$ cat src/rtl/cam_frame_ram_writer.sv
// cam_frame_ram_writer: packs an 8-bit camera byte stream (with SOF/EOF
// markers) into 16-bit words and writes one frame per arm request into a
// single-port frame RAM at consecutive word addresses starting at BASE_ADDR.
// Reports frame completion, written word count and a sticky overflow flag.
// Optional feature: define CAM_FRAME_CHECKSUM_EN to add the frame_checksum
// output (mod-2^16 sum of all written words).
module cam_frame_ram_writer #(
    parameter int ADDR_W    = 18,
    parameter int MEM_DEPTH = 133081,
    parameter int BASE_ADDR = 0
) (
    input  logic              clk,
    input  logic              reset,
    input  logic              arm,
    input  logic [7:0]        pix_data,
    input  logic              pix_valid,
    input  logic              pix_sof,
    input  logic              pix_eof,
    output logic              pix_ready,
    output logic [ADDR_W-1:0] mem_address,
    output logic [1:0]        mem_byteenable,
    output logic              mem_chipselect,
    output logic              mem_write,
    output logic [15:0]       mem_writedata,
    output logic              mem_clken,
    output logic              busy,
    output logic              frame_done,
    output logic [ADDR_W-1:0] word_count,
    output logic              overflow
`ifdef CAM_FRAME_CHECKSUM_EN
    ,
    output logic [15:0]       frame_checksum
`endif
);

    localparam logic [ADDR_W-1:0] DEPTH_C = ADDR_W'(MEM_DEPTH);
    localparam logic [ADDR_W-1:0] BASE_C  = ADDR_W'(BASE_ADDR);

    typedef enum logic [2:0] {
        S_IDLE,
        S_WAIT_SOF,
        S_CAPTURE,
        S_FLUSH,
        S_DONE
    } state_t;

    state_t            state_q;
    logic [7:0]        low_q;          // low byte waiting for its partner
    logic              pend_q;         // low_q holds a valid byte
    logic              discard_q;      // overflowed: drop bytes until EOF
    logic [ADDR_W-1:0] wcnt_q;         // words written so far (offset from BASE)
    logic [ADDR_W-1:0] mem_address_q;
    logic [1:0]        mem_be_q;
    logic              mem_write_q;
    logic [15:0]       mem_wdata_q;
    logic              frame_done_q;
    logic [ADDR_W-1:0] word_count_q;
    logic              overflow_q;
`ifdef CAM_FRAME_CHECKSUM_EN
    logic [15:0]       checksum_q;
`endif

    logic              accept_d;
    logic              room_d;
    logic [ADDR_W-1:0] wr_addr_d;
    logic [ADDR_W-1:0] wcnt_d;

    // Byte handshake, free-space check and next write address/count
    always_comb begin
        accept_d  = pix_valid & pix_ready;
        room_d    = (wcnt_q < DEPTH_C);
        wr_addr_d = BASE_C + wcnt_q;
        wcnt_d    = wcnt_q + 1'b1;
    end

    assign pix_ready      = (state_q == S_WAIT_SOF) || (state_q == S_CAPTURE);
    assign busy           = (state_q != S_IDLE);
    assign mem_address    = mem_address_q;
    assign mem_byteenable = mem_be_q;
    assign mem_write      = mem_write_q;
    assign mem_chipselect = mem_write_q;
    assign mem_writedata  = mem_wdata_q;
    assign mem_clken      = 1'b1;
    assign frame_done     = frame_done_q;
    assign word_count     = word_count_q;
    assign overflow       = overflow_q;
`ifdef CAM_FRAME_CHECKSUM_EN
    assign frame_checksum = checksum_q;
`endif

    // Capture FSM with registered RAM-side and status outputs
    always_ff @(posedge clk) begin
        if (reset) begin
            state_q       <= S_IDLE;
            low_q         <= 8'h00;
            pend_q        <= 1'b0;
            discard_q     <= 1'b0;
            wcnt_q        <= '0;
            mem_address_q <= BASE_C;
            mem_be_q      <= 2'b00;
            mem_write_q   <= 1'b0;
            mem_wdata_q   <= 16'h0000;
            frame_done_q  <= 1'b0;
            word_count_q  <= '0;
            overflow_q    <= 1'b0;
`ifdef CAM_FRAME_CHECKSUM_EN
            checksum_q    <= 16'h0000;
`endif
        end else begin
            // Strobes are single-cycle unless re-issued below
            mem_write_q  <= 1'b0;
            frame_done_q <= 1'b0;

            case (state_q)
                S_IDLE: begin
                    if (arm) begin
                        state_q       <= S_WAIT_SOF;
                        overflow_q    <= 1'b0;
                        wcnt_q        <= '0;
                        pend_q        <= 1'b0;
                        discard_q     <= 1'b0;
                        mem_address_q <= BASE_C;
`ifdef CAM_FRAME_CHECKSUM_EN
                        checksum_q    <= 16'h0000;
`endif
                    end
                end

                S_WAIT_SOF: begin
                    if (accept_d && pix_sof) begin
                        low_q   <= pix_data;
                        pend_q  <= 1'b1;
                        state_q <= pix_eof ? S_FLUSH : S_CAPTURE;
                    end
                end

                S_CAPTURE: begin
                    if (accept_d) begin
                        if (discard_q) begin
                            // Overflowed frame: swallow bytes until EOF
                            if (pix_eof) begin
                                state_q <= S_DONE;
                            end
                        end else if (pix_sof) begin
                            // Restart: the new SOF byte becomes word 0's low byte
                            low_q  <= pix_data;
                            pend_q <= 1'b1;
                            wcnt_q <= '0;
                            if (pix_eof) begin
                                state_q <= S_FLUSH;
                            end
                        end else if (!pend_q) begin
                            low_q  <= pix_data;
                            pend_q <= 1'b1;
                            if (pix_eof) begin
                                state_q <= S_FLUSH;
                            end
                        end else begin
                            pend_q <= 1'b0;
                            if (room_d) begin
                                mem_write_q   <= 1'b1;
                                mem_be_q      <= 2'b11;
                                mem_address_q <= wr_addr_d;
                                mem_wdata_q   <= {pix_data, low_q};
                                wcnt_q        <= wcnt_d;
`ifdef CAM_FRAME_CHECKSUM_EN
                                checksum_q    <= checksum_q + {pix_data, low_q};
`endif
                                if (pix_eof) begin
                                    state_q <= S_DONE;
                                end
                            end else begin
                                overflow_q <= 1'b1;
                                if (pix_eof) begin
                                    state_q <= S_DONE;
                                end else begin
                                    discard_q <= 1'b1;
                                end
                            end
                        end
                    end
                end

                S_FLUSH: begin
                    // Odd-length frame: write the lone low byte with high lane off
                    pend_q  <= 1'b0;
                    state_q <= S_DONE;
                    if (room_d) begin
                        mem_write_q   <= 1'b1;
                        mem_be_q      <= 2'b01;
                        mem_address_q <= wr_addr_d;
                        mem_wdata_q   <= {8'h00, low_q};
                        wcnt_q        <= wcnt_d;
`ifdef CAM_FRAME_CHECKSUM_EN
                        checksum_q    <= checksum_q + {8'h00, low_q};
`endif
                    end else begin
                        overflow_q <= 1'b1;
                    end
                end

                S_DONE: begin
                    word_count_q <= wcnt_q;
                    frame_done_q <= 1'b1;
                    state_q      <= S_IDLE;
                end

                default: begin
                    state_q <= S_IDLE;
                end
            endcase
        end
    end

endmodule

$ cat config.mk
export PLATFORM = sky130hd
export DESIGN_NAME = cam_frame_ram_writer
export DESIGN_NICKNAME = d
export VERILOG_FILES = /design/src/rtl/cam_frame_ram_writer.sv
export SDC_FILE = /design/constraint.sdc
export NUM_CORES = 1
export LEC_CHECK = 0
export ABC_AREA = 1
export CAP_MARGIN = 20
export CORE_ASPECT_RATIO = 1.4
export CORE_MARGIN = 2
export CORE_UTILIZATION = 47
export CTS_CLUSTER_SIZE = 16
export DETAILED_ROUTE_END_ITERATION = 10
export GPL_ROUTABILITY_DRIVEN = 0
export PLACE_DENSITY_LB_ADDON = 0.08
export SYNTH_ARGS = -nofsm -noshare
export SYNTH_HDL_FRONTEND = slang
export SYNTH_SLANG_ARGS = --single-unit
$ cat constraint.sdc
create_clock -name clk -period 1.8 [get_ports clk]
set_input_delay 0.45 -clock clk [delete_from_list [all_inputs] [get_ports clk]]
set_output_delay 0.45 -clock clk [all_outputs]
set_load 0.01 [all_outputs]
Word level (Yosys, flattened, before mapping)

Cells that the tools add are included.

Logic and storage cells: 115
Input bits: 14
Output and inout port bits: 61
Bits in registers: 88

Add/subtract/negate cells: 1
Reduce and logical (&&, ||, !) cells: 16
Bitwise operators: 1
Multiplexer cells: 70
$lt $le $gt $ge: 1
Equal/unequal tests: 14

Operators with widths:

| cell                                          | count |
|---|---|
| two-way mux 18 bit                            | 11 |
| case mux 18 bit (3 select lines)              | 2 |
| two-way mux 16 bit                            | 6 |
| two-way mux 8 bit                             | 5 |
| case mux 16 bit (2 select lines)              | 1 |
| two-way mux 1 bit                             | 24 |
| two-way mux 3 bit                             | 8 |
| adder 18 x 1 -> 18 bit, second input constant | 1 |
| < comparator 18 bit, second input constant    | 1 |
| case mux 8 bit (2 select lines)               | 1 |
| AND reduction 5 bit                           | 3 |
| inequality test 2 bit, second input constant  | 7 |
| two-way mux 2 bit                             | 6 |
| case mux 3 bit (4 select lines)               | 1 |
| AND reduction 7 bit                           | 1 |
| == test 3 x 2 -> 1 bit, second input constant | 2 |
| inequality test 3 bit, second input constant  | 2 |
| AND reduction 3 bit                           | 2 |
| AND reduction 6 bit                           | 1 |
| nonzero test 2 bit                            | 3 |
| nonzero test 3 bit                            | 2 |
| case mux 1 bit (2 select lines)               | 2 |
| case mux 1 bit (4 select lines)               | 1 |
| case mux 2 bit (2 select lines)               | 1 |
| 9 further kinds                               | 9 |

Logic depth before layout (Yosys ltp)

Gate-level depths: netlist of the first run.

Depth after elaboration: 7
Mapped depth: 13
Gate-level depth less buffers: 13

Least setup slack after synthesis of the first run

OpenSTA, ideal clock, no wires.

Path type: reg-to-reg
From: register wcnt_q[0]
To: register mem_be_q[0], in the netlist mem_byteenable[0]
Arrival time: 1.601 ns
Setup slack: 0.072 ns
Stages on the path, launching flop included: 13
Setup time: 0.128 ns
Period minus slack after synthesis: 1.728 ns
Required time: 1.672 ns
Buffers on the path: 1
Cell sequence: dfxtp_1 -> inv_1 -> ha_1 -> nand3b_1 -> nor2_1 -> nand2_1 -> nand2_1 -> nor2_1 -> buf_4 -> nand3_2 -> clkinv_1 -> nor2_1 -> nor2_1

Longest elaborated chain between the ends: 3
Elaborated cells on any way between the ends: 4
Classes of those cells: 1 x order compare; 2 x eq/ne; 1 x reduce/logical

Ends and longest elaborated chain:

| item                                   | line | source |
|---|---|---|
| start: declaration                     | 51   | `logic [ADDR_W-1:0] wcnt_q;` |
| start signal: assignment               | 165  | `wcnt_q <= wcnt_d;` |
| start signal: assignment               | 193  | `wcnt_q <= wcnt_d;` |
| < comparator 18 bit *                  | 71   | `room_d = (wcnt_q < DEPTH_C);` |
| inequality test 2 bit (no source line) | n/a  |  |
| AND reduction 7 bit (no source line) * | n/a  |  |
| end signal: assignment                 | 100  | `mem_be_q <= 2'b00;` |
| end signal: assignment                 | 162  | `mem_be_q <= 2'b11;` |
| end signal: assignment                 | 190  | `mem_be_q <= 2'b01;` |
| end: declaration                       | 53   | `logic [1:0] mem_be_q;` |

Every way passes the cells marked *; elsewhere a longest branch is shown, timed or not.
A chain may end at the register's enable or synchronous reset.

Worst setup path after layout of the first run

From: register wcnt_q[15]
To: register mem_address_q[16], in the netlist mem_address[16]

Longest elaborated chain between the ends: 7

Ends and longest elaborated chain:

| item                               | line | source |
|---|---|---|
| < comparator 18 bit *              | 71   |  |
| two-way mux 18 bit *               | n/a  |  |
| two-way mux 18 bit (4 in a row)    | n/a  |  |
| case mux 18 bit (3 select lines) * | n/a  |  |
| end signal: assignment             | 163  | `mem_address_q <= wr_addr_d;` |
| end signal: assignment             | 191  | `mem_address_q <= wr_addr_d;` |
| end: declaration                   | 52   | `logic [ADDR_W-1:0] mem_address_q;` |

Every way passes the cells marked *; elsewhere a longest branch is shown, timed or not. The select of a mux whose other input is x is not followed.

==> metrics, run 1 <==
clock-pin slew on the worst setup and hold paths 0.06 ns; EDFF count, synth 0; fmax 533 MHz; Syn Nets 592; wire length per cell ~15 microns; remaining global-route overflow 0; Skew-Pair Late Insertion Delay approximately 0.33 ns; pwr dens 1290 nW/um^2; worst setup margin -0.0761 ns; CTS tree built; crit start category register; Synthesis Warnings 0; Bufs on Longest Clock Path 2; hold-fix buffers at CTS 0; Via Count 4,598; # diodes 0; HP Class register to register; Filler cells approximately 600; CP Max Fanout 6; IO Pins 75; placed inst area 5330 sq um; first-pass GRT wire length about 19,000 microns; Worst EP arrival between 2 and 2.5 ns; vias in the first global route between 4,000 and 5,000; RSZ-0062 raised after global routing true; period utilization 1.04; Netlist Area Pre-Place approximately 4000 sq um; flops & latches, synth 88; Residual DRC 0; Final Hold Viols 0; detailed router's first-iteration violation count 260; Core Footprint roughly 8200 sq um; crit end category register; Seq/Total Area, Yosys 0.441; Cell variety after synth 27; top cell type by total area after synthesis dfxtp_1; status finished with violations; count of max-cap constraint violations 0; Die Y approximately 110 microns; Pre-antenna DRT Iters 5; Post-DP HPWL between 8000 and 9000 microns; Port Buffers 73; top_reg_cell synth dfxtp_1; H-tree Lvls 3; Hold Slack between 0.4 and 0.5 ns; Max VDD drop between 0.0009 and 0.001 V; HP Start mem_byteenable[1]$_SDFFE_PP0P_; critical path class register to register; Area growth, synth to finish 54.7%; Leak around 2.6 nW; CP startpoint wcnt_q[15]$_SDFFE_PP0P_; starting density of the core 0.487; Async S/R FF share, synth 0; Place WS -0.464 ns; post-synthesis cell count around 580; gr usage total 0.259; fin. max-slew vios 0; largest net degree at the start of global routing 40; Via-to-Cell Ratio 5.47; share of cells above drive strength 1 0.241; Site Rows 39; antenna viol nets, final 0; Post-Route WL 12,800 microns; TritonCTS Sinks between 80 and 90; syn avg cell area about 6.9 sq um; Critical Path RT 2.06 ns; fin area between 6000 and 7000 sq um; CTS Buf Count 9; failing checks setup timing; initial antenna violation count 0; post-synth top area share 0.441; Root Driver clkbuf_16; Die W between 80 and 90 microns; layout net count 750; TNS Setup -0.335 ns; Area contributors post-synth dfxtp_1 (44%), nand2_1 (9.5%), nor2_1 (9.4%), a21oi_1 (7.1%), o21ai_0 (6.1%); r2r setup slk -0.08 ns; minimum clock period 1.88 ns; Clock Skew around 0.0060 ns; most frequent cells in the layout nand2_1 (92), nor2_1 (90), dfxtp_1 (83), buf_4 (80), clkdlybuf4s50_1 (69); final setup violation count 18; most common cell after layout, fill and taps aside nand2_1; RR Startpoint wcnt_q[15]$_SDFFE_PP0P_; die area between 9000 and 10,000 sq um
[cells by family (layout without fill, tap and decap cells)]
family,count (synthesis),in the layout,share of synthesized area
DFF,88,88,0.441
AOI/OAI and AO/OA,110,110,0.141
adders and majority gates,2,2,0.00627
buffers and inverters,83,245,0.0887
other,1,1,0.000939
and+or+nand+nor,292,293,0.322
[timing repair]
item | in CTS | in global routing
endpoints found under the setup margin | 45 | 62
setup buffers | 3 | 18
pin swaps | 2 | 26
cloned | 0 | 5
gates resized for setup | 20 | 74
[flip-flops by register name, summed over array words and instances, names as in the netlist, 2 cells and up]
name            count
mem_address        18
wcnt_q             18
word_count         18
mem_writedata      16
low_q               8
state_q             3
mem_byteenable      2
[path summary, 6_finish.rpt]
path	to	cells after the start
max	mem_address[16]$_SDFFE_PP0P_	13
min	mem_byteenable[1]$_SDFFE_PP0P_	2
max reg2reg	mem_address[16]$_SDFFE_PP0P_	13
min reg2reg	mem_byteenable[1]$_SDFFE_PP0P_	2
[cells in the mapped netlist, drive strengths merged, types with 10 or more instances]
library cell and instances:
nand2 102, nor2 102, dfxtp 88, a21oi 57, inv 54, o21ai 49
nand3 44, nand4 31, buf 17, clkbuf 11, nor3 10
[metal layers]
layer	GRT usage	vias up	wire, microns
li1	-	2227	-
met4	0.139	0	603
met5	0	-	0
met1	0.297	2120	5100
met3	0.0470	58	679
met2	0.446	193	6420
[power by group]
group / switching, W / internal (W) / total, W / leakage (nW)
combinational: 0.00202 / 0.00176 / 0.00378 / 1.69
clock: 0.000765 / 0.00107 / 0.00184 / 0.146
sequential: 0.000146 / 0.00219 / 0.00233 / 0.714
[stage by stage]
| stage | std cells | total power (W) | utilization |
|---|---|---|---|
| 2_1_floorplan | 576 | 0.00383 | - |
| 3_3_place_gp | 799 | 0.00521 | 0.650 |
| 3_5_place_dp | 799 | 0.00526 | 0.650 |
| 4_1_cts | 818 | 0.00727 | 0.696 |
| 5_1_grt | 841 | 0.00834 | 0.753 |
| 6_report | 841 | 0.00796 | 0.753 |
[worst max-delay path, stage by stage, from the launching register on]
cell and delay, ns:
dfxtp_1 0.31, buf_4 0.13, inv_1 0.13, nand2_1 0.08, nor2_1 0.09, nand3_1 0.07
nor2_1 0.18, nor2_4 0.08, buf_12 0.15, buf_8 0.14, nand2_8 0.08, clkbuf_16 0.15
nand3_1 0.07, a21oi_1 0.14
[area by class of cell]
cell class / count / area (sq um) / area share
clock inverters: 7 / 70.1 / 0.0113
repair buffers: 174 / 1680 / 0.272
inverters: 55 / 214 / 0.0346
well taps: 102 / 128 / 0.0207
flip-flops and latches: 88 / 1770 / 0.287
clock buffers: 9 / 225 / 0.0365
multi-input cells: 406 / 2090 / 0.338
(Power assumes the default switching activity.)
==> run 2: changes to the inputs <==
--- a/config.mk
+++ b/config.mk
@@ -7,7 +7,6 @@
 export LEC_CHECK = 0
 export ABC_AREA = 1
 export CAP_MARGIN = 20
-export CORE_ASPECT_RATIO = 1.4
 export CORE_MARGIN = 2
 export CORE_UTILIZATION = 47
 export CTS_CLUSTER_SIZE = 16
==> run 2 against run 1 <==
Net effect: the flow still finishes with violations (setup timing); die area shrank 0.12%; clock-buffer cell count is the same; setup slack gained 0.022 ns; largest power group unchanged; non-clock buffer count shrank 17; sequential power is essentially flat; global-route usage grew 0.45 points; clock skew grew 0.0058 ns; maximum frequency grew 1.2%; register-to-register slack gained 0.02 ns; core utilization shrank 2.0 points; largest cell class unchanged.
==> metrics, run 2 (synthesis results as in run 1) <==
worst setup margin -0.0545 ns (was -0.0761 ns); Via-to-Cell Ratio 5.36 (was 5.47); critical path class register to register (unchanged); Die Y 96.2 microns (was 113 microns); crit end category register (unchanged); Place WS -0.324 ns (was -0.464 ns); r2r setup slk -0.05 ns (was -0.08 ns); Clk network pwr share 0.201 (was 0.231); Port Buffers 73 (unchanged); Core Util, Final 0.733 (was 0.753); Critical Path RT 2.08 ns (was 2.06 ns); HP Start pix_valid (was mem_byteenable[1]$_SDFFE_PP0P_); Residual DRC 0 (unchanged); Pre-antenna DRT Iters 7 (was 5); minimum clock period 1.85 ns (was 1.88 ns); Hold Slack 0.429 ns (was 0.461 ns); largest net degree at the start of global routing 34 (was 40); Clock Skew 0.0118 ns (was 0.00596 ns); R2R Path End wcnt_q[16]$_SDFFE_PP0P_ (was mem_address[16]$_SDFFE_PP0P_); R2R depth 13 (unchanged); antenna viol nets, final 0 (unchanged); Die W 96.2 microns (was 81.9 microns); Area growth, synth to finish 50.8% (was 54.7%); # diodes 0 (unchanged); power share of the combinational group 0.499 (was 0.476); Pint 0.00480 W (was 0.00502 W); Post-Route WL 12,900 microns (was 12,800 microns); Filler cells 656 (was 601); Non-Filler Instances 826 (was 841); Skew-Pair Late Insertion Delay 0.37 ns (was 0.33 ns); Bufs on Longest Clock Path 2 (unchanged); Max VDD drop 0.00106 V (was 0.000999 V); CP Max Fanout 7 (was 6); Core Footprint 8220 sq um (was 8200 sq um); Final Hold Viols 0 (unchanged); final setup violation count 2 (was 18); count of max-cap constraint violations 0 (unchanged); failing checks setup timing (unchanged); starting density of the core 0.486 (was 0.487); gr usage total 0.264 (was 0.259); Via Count 4,431 (was 4,598); area taken by flip-flops and latches 1780 sq um (was 1770 sq um); remaining global-route overflow 0 (unchanged); switch share 0.383 (was 0.369); Min-Delay Path Depth 4 (was 2); CTS Buf Count 9 (unchanged); layout net count 732 (was 750); Worst Hold Endpoint state_q[1]$_SDFFE_PP0P_ (was mem_byteenable[1]$_SDFFE_PP0P_); most common cell after layout, fill and taps aside nor2_1 (was nand2_1); initial antenna violation count 0 (unchanged); IO Pins 75 (unchanged); Root Driver clkbuf_8 (was clkbuf_16); CTS tree built (unchanged); clock-pin slew on the worst setup and hold paths 0.10 ns (was 0.06 ns); most frequent cells in the layout nor2_1 (91), nand2_1 (86), dfxtp_1 (81), clkdlybuf4s50_1 (68), buf_4 (65) (was nand2_1 (92), nor2_1 (90), dfxtp_1 (83), buf_4 (80), clkdlybuf4s50_1 (69)); Flop pwr share 0.300 (was 0.293); RR Startpoint wcnt_q[14]$_SDFFE_PP0P_ (was wcnt_q[15]$_SDFFE_PP0P_); hold-fix buffers at CTS 0 (unchanged); area of the multi-input gates 2120 sq um (was 2090 sq um); TNS Setup -0.0578 ns (was -0.335 ns); Switch Pwr 0.00298 W (was 0.00293 W); TritonCTS Sinks 88 (unchanged); die area 9250 sq um (was 9260 sq um); dpl cells 791 (was 799); Post-DP HPWL 8410 microns (was 8500 microns); vias in the first global route 4,013 (was 4,151); fin. max-slew vios 0 (unchanged); share of cells above drive strength 1 0.236 (was 0.241); Worst EP arrival 2.14 ns (was 2.13 ns); Leak 2.44 nW (was 2.55 nW); fmax 539 MHz (was 533 MHz); crit start category register (unchanged); detailed router's first-iteration violation count 229 (was 260); wire length per cell 15.6 microns (was 15.2 microns); Site Rows 33 (was 39); status finished with violations (unchanged); HP Class input pin to register (was register to register); RSZ-0062 raised after global routing true (unchanged); pwr dens 1290 nW/um^2 (about the same); first-pass GRT wire length 19,100 microns (was 18,800 microns); period utilization 1.03 (was 1.04); H-tree Lvls 3 (unchanged)
run 2: power by group through the flow:
stage | combinational (W) | clock, W | sequential (W)
after floorplan | 0.00146 | 0 | 0.00237
after global placement | 0.00280 | 0 | 0.00233
after detailed placement | 0.00285 | 0 | 0.00234
after CTS | 0.00288 | 0.00158 | 0.00230
after global routing | 0.00419 | 0.00165 | 0.00236
final | 0.00388 | 0.00157 | 0.00233
run 2: layout make-up:
| cell class | count | area share |
|---|---|---|
| multi-input cells | 405 | 0.352 |
| flip-flops and latches | 88 | 0.295 |
| repair buffers | 157 | 0.257 |
| inverters | 55 | 0.0355 |
| well taps | 105 | 0.0218 |
| clock buffers | 9 | 0.0206 |
| clock inverters | 7 | 0.0170 |
run 2: per-stage QoR:
stage | area (sq um) | power [W]
after floorplan | 3990 | 0.00383
after global placement | 5250 | 0.00512
after detailed placement | 5250 | 0.00519
after CTS | 5510 | 0.00675
after global routing | 6020 | 0.00820
final | 6020 | 0.00778
run 2: worst max-delay path, stage by stage (launching register included):
cell	delay, ns
dfxtp_1	0.35
buf_4	0.16
inv_2	0.10
nand2_1	0.06
nor2_1	0.10
nand3_1	0.11
nor2_2	0.15
nor2_4	0.06
buf_12	0.14
buf_6	0.12
clkbuf_16	0.15
nand2_4	0.05
nand3_2	0.06
a21oi_1	0.17
run 2: worst max path at each step:
stage                                       start                              to  slack [ns]
after floorplan            wcnt_q[0]$_SDFFE_PP0P_  mem_byteenable[0]$_SDFFE_PP0P_        0.07
after global placement                  pix_valid          wcnt_q[3]$_SDFFE_PP0P_       -0.25
after detailed placement                  pix_sof   mem_writedata[7]$_SDFFE_PP0P_       -0.32
after CTS                 state_q[1]$_SDFFE_PP0P_                       pix_ready       -0.03
after global routing       wcnt_q[1]$_SDFFE_PP0P_         wcnt_q[16]$_SDFFE_PP0P_       -0.12
final                     wcnt_q[14]$_SDFFE_PP0P_         wcnt_q[16]$_SDFFE_PP0P_       -0.05
run 2: layer usage:
layer  track usage  part of all wire  wire length (microns)
met5             0                 0                      0
met4        0.0940             0.020                    263
met3        0.0486             0.076                    983
met2         0.415              0.46                   5940
met1         0.361              0.44                   5670
run 2: what timing repair did:
| item | in CTS | in global routing |
|---|---|---|
| pin swaps | 1 | 23 |
| gates resized for setup | 14 | 92 |
| endpoints found under the setup margin | 18 | 56 |
| cloned | 0 | 7 |
| setup buffers | 0 | 14 |
